[config.mk]
export PLATFORM = sky130hd
export DESIGN_NAME = l2_arbiter
export DESIGN_NICKNAME = d
export VERILOG_FILES = /design/src/rtl/l2_arbiter.sv
export SDC_FILE = /design/constraint.sdc
export NUM_CORES = 1
export LEC_CHECK = 0
export BUFFER_PORTS_ARGS = -buffer_cell sky130_fd_sc_hd__buf_2
export CAP_MARGIN = 20
export CORE_AREA = 2 2 535 537
export DETAILED_ROUTE_END_ITERATION = 16
export DIE_AREA = 0 0 537 539
export GPL_TIMING_DRIVEN = 0
export PLACE_DENSITY_LB_ADDON = 0.12
export REMOVE_ABC_BUFFERS = 1
export SLEW_MARGIN = 20
export SYNTH_ARGS = -nofsm -noshare
export SYNTH_HDL_FRONTEND = slang
export SYNTH_SLANG_ARGS = --single-unit
[constraint.sdc]
create_clock -name clk -period 1.55 [get_ports clk]
set_clock_uncertainty 0.05 [all_clocks]
set_input_delay 0.31 -clock clk [delete_from_list [all_inputs] [get_ports clk]]
set_output_delay 0.31 -clock clk [all_outputs]
set_load 0.01 [all_outputs]
[src/rtl/l2_arbiter.sv]
// Round-robin arbiter sharing one line-wide L2 port between the L1 I-cache and D-cache.
// One transaction outstanding at a time; address/op/write data latched at grant; sticky watchdog.
module l2_arbiter #(
  parameter int unsigned S_LINE  = 256,
  parameter int unsigned TIMEOUT = 1024,
  parameter int unsigned CNT_W   = 11
) (
  input  logic              clk,
  input  logic              rst,
  input  logic              i_read,
  input  logic [31:0]       i_address,
  output logic              i_resp,
  output logic [S_LINE-1:0] i_rdata,
  input  logic              d_read,
  input  logic              d_write,
  input  logic [31:0]       d_address,
  input  logic [S_LINE-1:0] d_wdata,
  output logic              d_resp,
  output logic [S_LINE-1:0] d_rdata,
  output logic              l2_read,
  output logic              l2_write,
  output logic [3:0]        l2_byte_enable,
  output logic [31:0]       l2_address,
  output logic [S_LINE-1:0] l2_wdata,
  input  logic              l2_resp,
  input  logic [S_LINE-1:0] l2_rdata,
  output logic              err_timeout
);

  typedef enum logic [1:0] {
    IDLE    = 2'd0,
    SERVE_I = 2'd1,
    SERVE_D = 2'd2
  } state_e;

  localparam logic [31:0] LINE_MASK = 32'hFFFF_FFE0;

  state_e              state_q, state_d;
  logic                last_d_q, last_d_d;
  logic [31:0]         addr_q, addr_d;
  logic [S_LINE-1:0]   wdata_q, wdata_d;
  logic                write_q, write_d;
  logic [CNT_W-1:0]    wd_q, wd_d;
  logic                err_q, err_d;
  logic [3:0]          be_q;
  logic                ireq, dreq, serve;

  assign ireq  = i_read;
  assign dreq  = d_read | d_write;
  assign serve = (state_q != IDLE);

  always_comb begin
    state_d  = state_q;
    last_d_d = last_d_q;
    addr_d   = addr_q;
    wdata_d  = wdata_q;
    write_d  = write_q;
    unique case (state_q)
      IDLE: begin
        // On conflict I wins only if D took the previous grant.
        if (ireq && (!dreq || last_d_q)) begin
          state_d  = SERVE_I;
          last_d_d = 1'b0;
          addr_d   = i_address & LINE_MASK;
          write_d  = 1'b0;
        end else if (dreq) begin
          state_d  = SERVE_D;
          last_d_d = 1'b1;
          addr_d   = d_address & LINE_MASK;
          wdata_d  = d_wdata;
          write_d  = d_write;
        end
      end
      SERVE_I, SERVE_D: begin
        if (l2_resp) state_d = IDLE;
      end
      default: state_d = IDLE;
    endcase
  end

  always_comb begin
    wd_d = wd_q;
    if (!serve || l2_resp) begin
      wd_d = '0;
    end else if (wd_q != '1) begin
      wd_d = wd_q + 1'b1;
    end
    err_d = err_q | (serve && (wd_q == CNT_W'(TIMEOUT - 1)));
  end

  always_ff @(posedge clk or negedge rst) begin
    if (!rst) begin
      state_q  <= IDLE;
      last_d_q <= 1'b1;
      addr_q   <= '0;
      wdata_q  <= '0;
      write_q  <= 1'b0;
      wd_q     <= '0;
      err_q    <= 1'b0;
      be_q     <= '0;
    end else begin
      state_q  <= state_d;
      last_d_q <= last_d_d;
      addr_q   <= addr_d;
      wdata_q  <= wdata_d;
      write_q  <= write_d;
      wd_q     <= wd_d;
      err_q    <= err_d;
      be_q     <= '1;
    end
  end

  assign l2_read        = serve & ~write_q;
  assign l2_write       = serve & write_q;
  assign l2_address     = addr_q;
  assign l2_wdata       = wdata_q;
  assign l2_byte_enable = be_q;
  assign i_resp         = (state_q == SERVE_I) & l2_resp;
  assign d_resp         = (state_q == SERVE_D) & l2_resp;
  assign i_rdata        = i_resp ? l2_rdata : '0;
  assign d_rdata        = d_resp ? l2_rdata : '0;
  assign err_timeout    = err_q;

endmodule

Word level (Yosys, flattened, before mapping)
Cells that the tools add are included.
{"block": "totals", "input_bits": 582, "ff_bits": 305}
{"block": "classes", "bitwise_logic": 8, "add_sub_neg": 1, "eq_ne": 6, "mux": 14, "n_reduce_logical": 14}
{"cell": "256-bit 2-to-1 mux", "n": 2}
{"cell": "32-bit 2-to-1 mux", "n": 2}
{"cell": "11-bit 2-to-1 mux", "n": 2}
{"cell": "11-bit by 1-bit adder with 11-bit output, second input constant", "n": 1}
{"cell": "11-bit by 10-bit equality test with 1-bit output, second input constant", "n": 1}
{"cell": "11-bit inequality test, second input constant", "n": 1}
{"cell": "2-bit 2-to-1 mux", "n": 3}
{"cell": "2-bit nonzero test", "n": 3}
{"cell": "1-bit bitwise AND", "n": 4}
{"cell": "1-bit 2-to-1 mux", "n": 4}
{"cell": "2-bit case mux with 2 select lines", "n": 1}
{"cell": "2-bit AND reduction", "n": 2}
{"cell": "3-bit inequality test, second input constant", "n": 1}
{"cell": "3-bit AND reduction", "n": 1}
{"cell": "2-bit by 1-bit equality test with 1-bit output, second input constant", "n": 1}
{"cell": "2-bit equality test, second input constant", "n": 1}
{"cell": "1-bit logical AND", "n": 2}
{"cell": "1-bit logical NOT", "n": 2}
{"cell": "2-bit logical NOT", "n": 1}
{"cell": "1-bit logical OR", "n": 2}
{"cell": "2-bit inequality test, second input constant", "n": 1}
{"cell": "1-bit NOT", "n": 2}
{"cell": "1-bit OR", "n": 2}
{"cell": "2-bit OR reduction", "n": 1}

Longest topological paths before layout
Gate-level depths: netlist of run 1.
{"block": "depth", "depth_word": 6, "mapped_depth": 8}

Worst setup path after synthesis of run 1
Ideal clock, no wire load.
{"block": "synth_path", "kind": "register to register", "startpoint": "register state_q[0]", "endpoint": "register wdata_q[0], in the netlist l2_wdata[0]", "n_path_buf": 3, "setup_time_ns": 0.125, "arrival_time_ns": 1.566, "path_slack_ns": -0.191, "stages_incl_launch_ff": 8, "period_less_slack_ns": 1.741, "required_ns": 1.375, "cell_sequence": "dfrtp_1 inv_1 ha_1 buf_2 nand2_1 buf_4 buf_6 mux2_2"}
{"block": "synth_via", "elab_chain_cells": 2}
{"element": "start: declaration", "line": "38", "text": "state_e state_q, state_d;"}
{"element": "start signal: assignment", "line": "102", "text": "state_q <= state_d;"}
{"element": "2-bit logical NOT", "line": "58", "text": "unique case (state_q)"}
{"element": "3-bit AND reduction (no source line)"}
{"element": "end signal: assignment", "line": "105", "text": "wdata_q <= wdata_d;"}
{"element": "end: declaration", "line": "41", "text": "logic [S_LINE-1:0] wdata_q, wdata_d;"}
Every way passes these cells.
A chain may end at the register's enable or synchronous reset.

Worst setup path after layout of run 1
{"block": "layout_path", "startpoint": "register state_q[0]", "endpoint": "output d_rdata[171]"}
{"block": "layout_via", "elab_chain_cells": 3}
{"element": "2-bit equality test", "line": "119", "text": "assign d_resp = (state_q == SERVE_D) & l2_resp;"}
{"element": "1-bit bitwise AND", "line": "119"}
{"element": "256-bit 2-to-1 mux", "line": "121", "text": "assign d_rdata = d_resp ? l2_rdata : '0;"}
{"element": "end: declaration", "line": "19", "text": "output logic [S_LINE-1:0] d_rdata,"}
Every way passes these cells.

==> summary.txt, run 1 <==
Outcome
  – Status: complete, but fails checks
  – Failing checks: setup timing

Floorplan
  – Io pins: ~1400
  – Core area: approximately 0.28 mm²
  – Row Count: approximately 200
  – Horiz. Die Dim: roughly 540 µm
  – Initial core utilization: 0.05413
  – Die Footprint: a little under 0.3 mm²
  – Die height: around 540 µm

Worst setup path
  – Worst setup path category: reg -> out
  – WP data required: 1190 ps
  – Reg2Reg Setup Slack: -920 ps
  – Worst path arrival time: 2210 ps
  – Critical path launch point type: flop
  – Worst setup EP type: primary output
  – Critical Path Fanout Max: 8

STA
  – RSZ-0062 raised after global routing: true
  – Fin crit share: 1.658
  – Max Clk Rate: around 390 MHz
  – Slew Limit Fails: 0
  – Tightest Pin Transition: approximately 540 ps
  – Final Critical Period: about 2600 ps
  – Setup ws final: -1020 ps
  – Setup TNS: -718890 ps
  – Count of final setup violators: roughly 970
  – Final Hold Vio Count: 0
  – Slew headroom: 0.6396

GRT
  – Largest net degree at the start of global routing: 140
  – GRT overflow: 0
  – First-pass GRT wire length: about 200 mm
  – Total GRT Usage: 0.1043
  – Initial antenna violation count: between 100 and 150
  – Number of global-route vias before repair: slightly below 20000

Routing
  – Drt drc: 0
  – Final ANT Viol Nets: 0
  – Drt total wl: 161.5 mm
  – Drt first pass iters: 5
  – DR iter-0 viols: 685
  – Vias: approximately 19000
  – Vias per inst: ~2.7
  – DR WL/cell: 23.38 µm

CTS
  – Number of CTS-inserted buffers: 42
  – Clock Latency Late Sink: 610 ps
  – Clock transition at path regs: about 60 ps
  – CTS H-tree depth: 2
  – CTS tree: done
  – Root Buffer: clkbuf_16
  – Clock net sink count: 300
  – CTS Buffer Depth: 3

Synth
  – Synth Area in Compound Gates: 0.01953
  – Largest family of logic cells by synthesized area: simple AND/OR/NAND/NOR gates
  – Synth Warn #: 0
  – Syn Std Cell Area: between 0.015 and 0.02 mm²
  – Avg Cell Area, Syn: 11.11 µm²
  – Top cells by area, synth: dfrtp_1 49%, and3_1 21%, mux2_2 19%
  – #FFs+latches synth: 300
  – Seq/Total Area, Yosys: 0.4884
  – Synth Area in XOR/XNOR: 0.0005698
  – Post-synthesis adder-cell area fraction: 0.003256
  – Top cell type by total area after synthesis: dfrtp_1
  – Mux share of post-synthesis cell area: 0.2051
  – Post-Syn Instances: between 1000 and 1500
  – Post-synthesis simple-gate area fraction: 0.2281
  – Netlist cell types: 39
  – Post-synth top area share: 0.4867

Layout
  – Most frequent cells in the layout: 1309 x buf_2, 476 x and3_1, 312 x dlygate4sd3_1
  – Nets@finish: between 3000 and 4000
  – Share of cells above drive strength 1: 0.6019
  – Commonest non-fill, non-tap cell in the layout: buf_2
  – Synth-to-Final Area Change: 120.7%
  – Finished Layout Cells: 6907
  – Post-layout util: 0.1195
  – Filler instances: between 30000 and 40000

Pwr
  – Static Leakage: 17.52 nW
  – Pwr per Cell Area: between 1500 and 2000 mW/mm²
  – Max VDD drop: approximately 1 mV
  – Power Total: between 50 and 60 mW

Job
  – Number of max-cap violations: 0

Place
  – PortBufs: approximately 1400
  – Total placed cells including tap cells: ~6400
  – GPL Wtd Cong: about 0.8
  – Setup WS pre-CTS: -2494 ps
  – DP HPWL: 126.6 mm

Hold path
  – Type of the most critical hold path: in -> reg
## layout make-up
type                    count  area, µm²  share of cell area
repair buffers           1806      12870              0.3794
flip-flops and latches    300       7510              0.2214
multi-input cells         925       7313              0.2156
well taps                3762       4707              0.1388
clock buffers              61       1222             0.03603
clock inverters            12      190.2            0.005606
diodes                     38      95.09            0.002803
inverters                   3      13.76           0.0004057
## per-layer routing
metal  share of wire  global-route usage
met1            0.34              0.1008
met2            0.54              0.2063
met3           0.080             0.03099
met4           0.040             0.03359
met5         0.00062                   0
## stage by stage
step | instance area (µm²) | hold slack (ps)
floorplan | 14560 | -35.59
global placement | 26150 | 403.0
detailed placement | 26830 | 133.4
CTS | 33300 | -13.13
global route | 33900 | 44.28
finish | 33920 | 61.91
## sequential cells by signal, summed over array words and instances (netlist names)
| register | count |
|---|---|
| l2_wdata | 256 |
| l2_address | 27 |
| wd_q | 11 |
| state_q | 2 |
| err_timeout | 1 |
| l2_byte_enable | 1 |
| last_d_q | 1 |
| write_q | 1 |
## report_power, final
part / total (mW) / internal [mW] / switching [mW]
Sequential: 13.8 / 11.8 / 2.06
Clock: 10.4 / 6.02 / 4.37
Combinational: 29.6 / 14.3 / 15.3
## final timing paths
kind,cells past startpoint,start,endpoint
min in group asynchronous,6,rst,l2_wdata[144]$_DFFE_PN0P_
max in group asynchronous,8,rst,l2_wdata[115]$_DFFE_PN0P_
min,4,d_read,last_d_q$_DFFE_PN1P_
max,8,state_q[0]$_DFFE_PN0P_,d_rdata[171]
max reg2reg,13,state_q[1]$_DFFE_PN0P_,l2_wdata[253]$_DFFE_PN0P_
min reg2reg,1,err_timeout$_DFF_PN0_,err_timeout$_DFF_PN0_
## cell usage after synthesis, drive strengths merged
library cell / instances
clkbuf: 118
o22ai: 1
a31oi: 3
mux2: 256
a32o: 1
conb: 2
nand4: 2
dfrtp: 299
inv: 3
nand3: 4
ha: 4
a211oi: 2
a22o: 1
mux2i: 27
and4: 1
dfstp: 1
buf: 43
o21ai: 33
nor3: 1
a21oi: 9
nor2b: 2
or2: 2
xnor2: 1
or4: 1
nor2: 8
and3: 516
o31ai: 2
nand2: 34
o2bb2ai: 1
a21o: 1
and2: 5
## repair_timing
action                                  in CTS  in global routing
gates resized for setup                    131                 81
pin swaps                                   16                  7
cloned                                      35                 10
setup buffers                               43                  8
hold endpoints to repair                   440                  1
hold buffers                               315                  1
endpoints found under the setup margin    1048               1168
## cells by family after synthesis
group,after synthesis
compound gates,54
xor+xnor,1
fa+ha+maj,4
buf+inv,164
flops,300
mux,283
other cells,2
simple gates,576
## worst max-delay path, cell delays in order, from the launching register on
cell and delay (ps):
dfrtp_2 430, inv_4 70, ha_4 190, buf_16 130, buf_16 150, buf_16 160, buf_12 140, and3_4 180
buf_6 100
Power figures use the tool's default switching activity.
==> run 2, diff against run 1 <==
- CORE_AREA: 2 2 535 537 -> 4 4 537 539
- DIE_AREA: 0 0 537 539 -> 0 0 541 543
==> run 2 against run 1 <==
The flow still finishes with violations (setup timing). Clock power shrank 6%. Clock-buffer cell count is 4 lower. Routed wire length is 0.86% higher. Hold slack got worse by 13 ps. Register-to-register slack improved by 20 ps. First-iteration DRC count increased by 17%. Setup slack worse by 24 ps. Core utilization is 0.89 points higher. Global-route usage about the same. Sequential share of layout area is 1.5 points lower.
==> summary.txt, run 2 (synthesis results as in run 1) <==
STA
  – Tightest Pin Transition: 714.7 ps (+175.9 ps)
  – Fin crit share: 1.673 (+0.01541)
  – Setup ws final: -1044 ps (-23.88 ps)
  – Final Critical Period: 2594 ps (+23.88 ps)
  – Slew Limit Fails: 0 (unchanged)
  – Slew headroom: 0.5217 (-0.1179)
  – Max Clk Rate: 385.5 MHz (-0.92%)
  – RSZ-0062 raised after global routing: true
  – Final Hold Vio Count: 0 (unchanged)
  – Count of final setup violators: 927 (-4.6%)

CTS
  – Clock net sink count: 300 (unchanged)
  – CTS Buffer Depth: 3 (unchanged)
  – Clock Latency Late Sink: 600 ps (about the same)
  – CTS tree: done
  – Number of CTS-inserted buffers: 40 (-4.8%)
  – Clock transition at path regs: 60 ps (about the same)
  – CTS H-tree depth: 2 (unchanged)
  – Root Buffer: clkbuf_16

Outcome
  – Status: complete, but fails checks
  – Failing checks: setup timing

Worst setup path
  – Worst setup path category: reg -> out
  – Critical Path Fanout Max: 8 (unchanged)
  – R2R cell count: 7 (-6)
  – Critical path launch point type: flop
  – WP data required: 1190 ps (about the same)
  – Worst setup EP type: primary output
  – Worst path arrival time: 2230 ps (+20 ps)

Routing
  – Final ANT Viol Nets: 0 (unchanged)
  – Vias: 19250 (+1.4%)
  – Drt drc: 0 (unchanged)
  – Drt total wl: 162.9 mm (+0.86%)
  – DR WL/cell: 23.52 µm (+0.58%)
  – DR iter-0 viols: 803 (+17%)
  – Drt first pass iters: 5 (unchanged)
  – Vias per inst: 2.780 (+1.1%)

Floorplan
  – Die Footprint: 0.2938 mm² (+1.5%)
  – Die height: 543 µm (+0.74%)
  – Horiz. Die Dim: 541 µm (+0.74%)
  – Core area: 0.2840 mm² (unchanged)
  – Initial core utilization: 0.05413 (unchanged)
  – Row Count: 196 (unchanged)
  – Io pins: 1391 (unchanged)

GRT
  – Largest net degree at the start of global routing: 106 (-24%)
  – Total GRT Usage: 0.1046 (+0.0003976)
  – First-pass GRT wire length: 207.9 mm (+3.1%)
  – GRT overflow: 0 (unchanged)
  – Number of global-route vias before repair: 20560 (+4.2%)
  – Initial antenna violation count: 104 (-16%)

Place
  – Total placed cells including tap cells: 6387 (-0.016%)
  – GPL Wtd Cong: 0.8969 (+9.5%)
  – Setup WS pre-CTS: -1512 ps (+981.7 ps)
  – DP HPWL: 127.5 mm (+0.66%)
  – PortBufs: 1375 (unchanged)

Hold path
  – Hold depth: 4 (unchanged)
  – Type of the most critical hold path: in -> reg

Layout
  – Post-layout util: 0.1283 (+0.008883)
  – Synth-to-Final Area Change: 137.1%
  – Commonest non-fill, non-tap cell in the layout: buf_2
  – Finished Layout Cells: 6926 (+0.28%)
  – Max reg flops: 256 (unchanged)
  – Nets@finish: 3691 (+0.74%)
  – Share of cells above drive strength 1: 0.6592 (+0.05735)
  – Most frequent cells in the layout: 1140 x buf_2, 309 x dlygate4sd3_1, 307 x and3_1

Job
  – Number of max-cap violations: 0 (unchanged)

Pwr
  – Pwr per Cell Area: 1530 mW/mm² (-3.5%)
  – Static Leakage: 17.55 nW (+0.17%)
  – Max VDD drop: 0.9556 mV (-2.6%)
-- run 2: per-layer routing --
metal	vias to the layer above	track usage	wire length (µm)
met5	-	0	115
met4	16	0.04848	8125
met3	277	0.03542	13750
met2	1173	0.1940	84670
met1	9324	0.1049	56200
li1	8462	-	-
-- run 2: area by class of cell --
cell class	count	area (µm²)
timing repair buffer	1836	14660
clock inverter	14	219.0
multi-input combinational	924	8138
tap	3762	4707
antenna	30	75.07
fill	32600	247500
sequential	300	7510
clock buffer	57	1125
inverter	3	11.26
-- run 2: repair_timing --
| action | CTS | global route |
|---|---|---|
| resized for setup | 477 | 177 |
| hold buffers | 313 | 0 |
| endpoints found under the setup margin | 1052 | 1172 |
| pin swaps | 41 | 15 |
| setup buffers | 59 | 13 |
| cloned | 53 | 7 |
| hold endpoints to repair | 445 | 0 |
-- run 2: worst paths after layout --
kind	startpoint	endpoint	slack (ps)
max	state_q[1]$_DFFE_PN0P_	d_rdata[185]	-1040
min	d_read	last_d_q$_DFFE_PN1P_	50
max reg2reg	state_q[0]$_DFFE_PN0P_	l2_wdata[161]$_DFFE_PN0P_	-900
min reg2reg	err_timeout$_DFF_PN0_	err_timeout$_DFF_PN0_	400
max in group asynchronous	rst	l2_wdata[94]$_DFFE_PN0P_	-540
min in group asynchronous	rst	l2_wdata[58]$_DFFE_PN0P_	620
-- run 2: per-stage QoR --
step                      area, µm²  hold WS, ps  setup TNS (ps)  power [mW]
final                         36450        48.47         -700790       55.75
after global routing          36430        22.89         -831650       59.47
after CTS                     35310       -37.75         -753500       56.35
after detailed placement      26810        135.6         -861920       37.38
after global placement        26150        396.1        -8560710       19.91
after floorplan               14560       -35.59        -2775810       17.18
-- run 2: power breakdown --
group | switching, mW | leakage [nW] | internal, mW
registers | 1.97 | 3.55 | 11.8
logic | 15.9 | 13.4 | 16.3
clock network | 4.20 | 0.646 | 5.62
-- run 2: worst max-delay path, cell delays in order (launching register included) --
cell and delay [ps]:
dfrtp_1 400, buf_6 130, ha_4 170, buf_12 130, buf_16 150, buf_12 150, buf_16 160, and3_4 190
buf_6 130
==> run 3, diff against run 2 <==
- TNS_END_PERCENT: not set -> 5
==> run 3 against run 2 <==
The run still ends with setup timing left. First-iteration DRC count grew 8.1%. Clock power is essentially flat. Critical endpoint is now d_rdata[198]. Clock-buffer cell count is the same. Sequential power is essentially flat. Setup slack lost 8.4 ps. Power shrank 6.6%. Hold slack gained 0.79 ps. Maximum frequency shrank 0.32%. Die area is the same.
==> summary.txt, run 3 (synthesis results as in run 1) <==
Outcome
  – Status: complete, but fails checks
  – Failing checks: setup timing

Place
  – DP HPWL: 127.5 mm (unchanged)
  – PortBufs: 1375 (unchanged)
  – Setup WS pre-CTS: -1512 ps (unchanged)
  – GPL Wtd Cong: 0.8969 (unchanged)

Layout
  – Most frequent cells in the layout: 1160 x buf_2, 394 x and3_1, 309 x dlygate4sd3_1
  – Share of cells above drive strength 1: 0.6245 (-0.03471)
  – Synth-to-Final Area Change: 124.3%
  – Max reg flops: 256 (unchanged)
  – Nets@finish: 3633 (-1.6%)
  – Footprint of the multi-input gates: 0.007724 mm² (-5.1%)
  – Commonest non-fill, non-tap cell in the layout: buf_2
  – Filler instances: 32790 (+0.58%)
  – Storage cell area: 0.007510 mm² (unchanged)

Routing
  – Vias per inst: 2.746 (-1.2%)
  – DR WL/cell: 23.15 µm (-1.6%)
  – Vias: 18850 (-2.1%)
  – DR iter-0 viols: 868 (+8.1%)
  – Drt first pass iters: 5 (unchanged)
  – Drt total wl: 158.8 mm (-2.5%)
  – Final ANT Viol Nets: 0 (unchanged)
  – Drt drc: 0 (unchanged)

Floorplan
  – Row Count: 196 (unchanged)
  – Die Footprint: 0.2938 mm² (unchanged)
  – Horiz. Die Dim: 541 µm (unchanged)
  – Die height: 543 µm (unchanged)
  – Initial core utilization: 0.05413 (unchanged)
  – Core area: 0.2840 mm² (unchanged)
  – Io pins: 1391 (unchanged)

STA
  – Slew headroom: 0.5339 (+0.01216)
  – Setup TNS: -612050 ps (+88740 ps)
  – Setup ws final: -1052 ps (-8.370 ps)
  – Final Critical Period: 2602 ps (+8.370 ps)
  – RSZ-0062 raised after global routing: true
  – Final Hold Vio Count: 0 (unchanged)
  – Max Clk Rate: 384.3 MHz (-0.32%)
  – Slew Limit Fails: 0 (unchanged)
  – Count of final setup violators: 809 (-13%)
  – Fin crit share: 1.679 (+0.005400)
  – Tightest Pin Transition: 696.5 ps (-18.17 ps)

GRT
  – Initial antenna violation count: 103 (-0.96%)
  – Number of global-route vias before repair: 20020 (-2.6%)
  – First-pass GRT wire length: 202.1 mm (-2.8%)
  – Largest net degree at the start of global routing: 112 (+5.7%)
  – GRT overflow: 0 (unchanged)
  – Total GRT Usage: 0.1015 (-0.003156)

Worst setup path
  – Worst setup path category: reg -> out
  – Critical path launch point type: flop
  – Worst r2r dst: l2_wdata[237]$_DFFE_PN0P_
  – R2R cell count: 7 (unchanged)
  – Worst setup EP type: primary output
  – Worst path arrival time: 2240 ps (about the same)
  – FF-to-FF Start: state_q[0]$_DFFE_PN0P_
  – Critical Path Fanout Max: 8 (unchanged)
  – Reg2Reg Setup Slack: -800 ps (+100 ps)
  – WP data required: 1190 ps (about the same)

CTS
  – CTS tree: done
  – Clock Latency Late Sink: 600 ps (about the same)
  – Root Buffer: clkbuf_16
  – Clock transition at path regs: 60 ps (about the same)
  – Number of CTS-inserted buffers: 40 (unchanged)
  – Clock net sink count: 300 (unchanged)
  – CTS H-tree depth: 2 (unchanged)
  – CTS Buffer Depth: 3 (unchanged)

Pwr
  – Max VDD drop: 0.9438 mV (-1.2%)
  – Static Leakage: 17.07 nW (-2.7%)
  – NetSw: 21.09 mW (-4.6%)
  – Int Pwr: 30.97 mW (-7.9%)
  – Clock power share: 0.188 (+0.012)
  – Switching part of the total: 0.4051 (+0.008544)
  – Gate power share: 0.548 (-0.030)
  – Pwr per Cell Area: 1510 mW/mm² (-1.3%)
  – Sequential share of power: 0.264 (+0.018)

Job
  – Number of max-cap violations: 0 (unchanged)

Hold path
  – Type of the most critical hold path: in -> async
-- run 3: through the flow --
stage,instances,area [µm²],hold slack [ps],power [mW],utilization
5_1_grt,6854,34460,22.88,55.71,0.1214
3_3_place_gp,6364,26150,396.1,19.91,0.09208
4_1_cts,6826,33060,-37.75,52.46,0.1164
2_1_floorplan,1227,14560,-35.59,17.18,-
3_5_place_dp,6387,26810,135.6,37.38,0.09440
6_report,6862,34480,49.26,52.06,0.1214
-- run 3: power groups by stage --
stage | combinational, mW | sequential (mW) | clock (mW)
after global routing | 30.7 | 14.3 | 10.7
after CTS | 28.2 | 13.8 | 10.5
after detailed placement | 23.6 | 13.8 | 0
after floorplan | 5.18 | 12.0 | 0
after global placement | 9.75 | 10.2 | 0
final | 28.5 | 13.7 | 9.80
-- run 3: critical path, cell delays in order (launching register included) --
cell and delay, ps:
dfrtp_1 400, buf_6 130, ha_4 170, buf_12 130
buf_16 150, buf_12 160, clkbuf_16 180, and3_1 180
buf_2 140
-- run 3: worst max-delay path by stage --
stage	cells past startpoint	startpoint	to	slack [ps]
CTS	8	state_q[1]$_DFFE_PN0P_	d_rdata[185]	-1140
detailed placement	6	l2_resp	d_rdata[59]	-1510
finish	8	state_q[1]$_DFFE_PN0P_	d_rdata[198]	-1050
global route	8	state_q[1]$_DFFE_PN0P_	i_rdata[44]	-1160
floorplan	4	state_q[0]$_DFFE_PN0P_	l2_wdata[0]$_DFFE_PN0P_	-5450
global placement	4	state_q[0]$_DFFE_PN0P_	l2_wdata[237]$_DFFE_PN0P_	-10970
-- run 3: metal layers --
layer  wire length, µm  vias up  track usage
li1                  -     8318            -
met5                89        -            0
met3             13260      281      0.03302
met4              7708       14      0.04105
met1             54840     9076       0.1024
met2             82940     1157       0.1910
-- run 3: cell type report --
cell class / count / area share
Clock inverter: 14 / 0.006350
Multi-Input combinational cell: 924 / 0.2240
Clock buffer: 57 / 0.03262
Antenna cell: 24 / 0.001742
Timing Repair Buffer: 1778 / 0.3807
Tap cell: 3762 / 0.1365
Sequential cell: 300 / 0.2178
Inverter: 3 / 0.0003266
-- run 3: timing repair --
| item | 4_1_cts | 5_1_grt |
|---|---|---|
| hold buffers | 313 | 1 |
| cloned | 20 | 6 |
| buffers inserted | 35 | 5 |
| gates resized for setup | 218 | 291 |
| setup endpoints to repair | 1052 | 1172 |
| pin swaps | 28 | 42 |
| endpoints found under the hold margin | 445 | 23 |
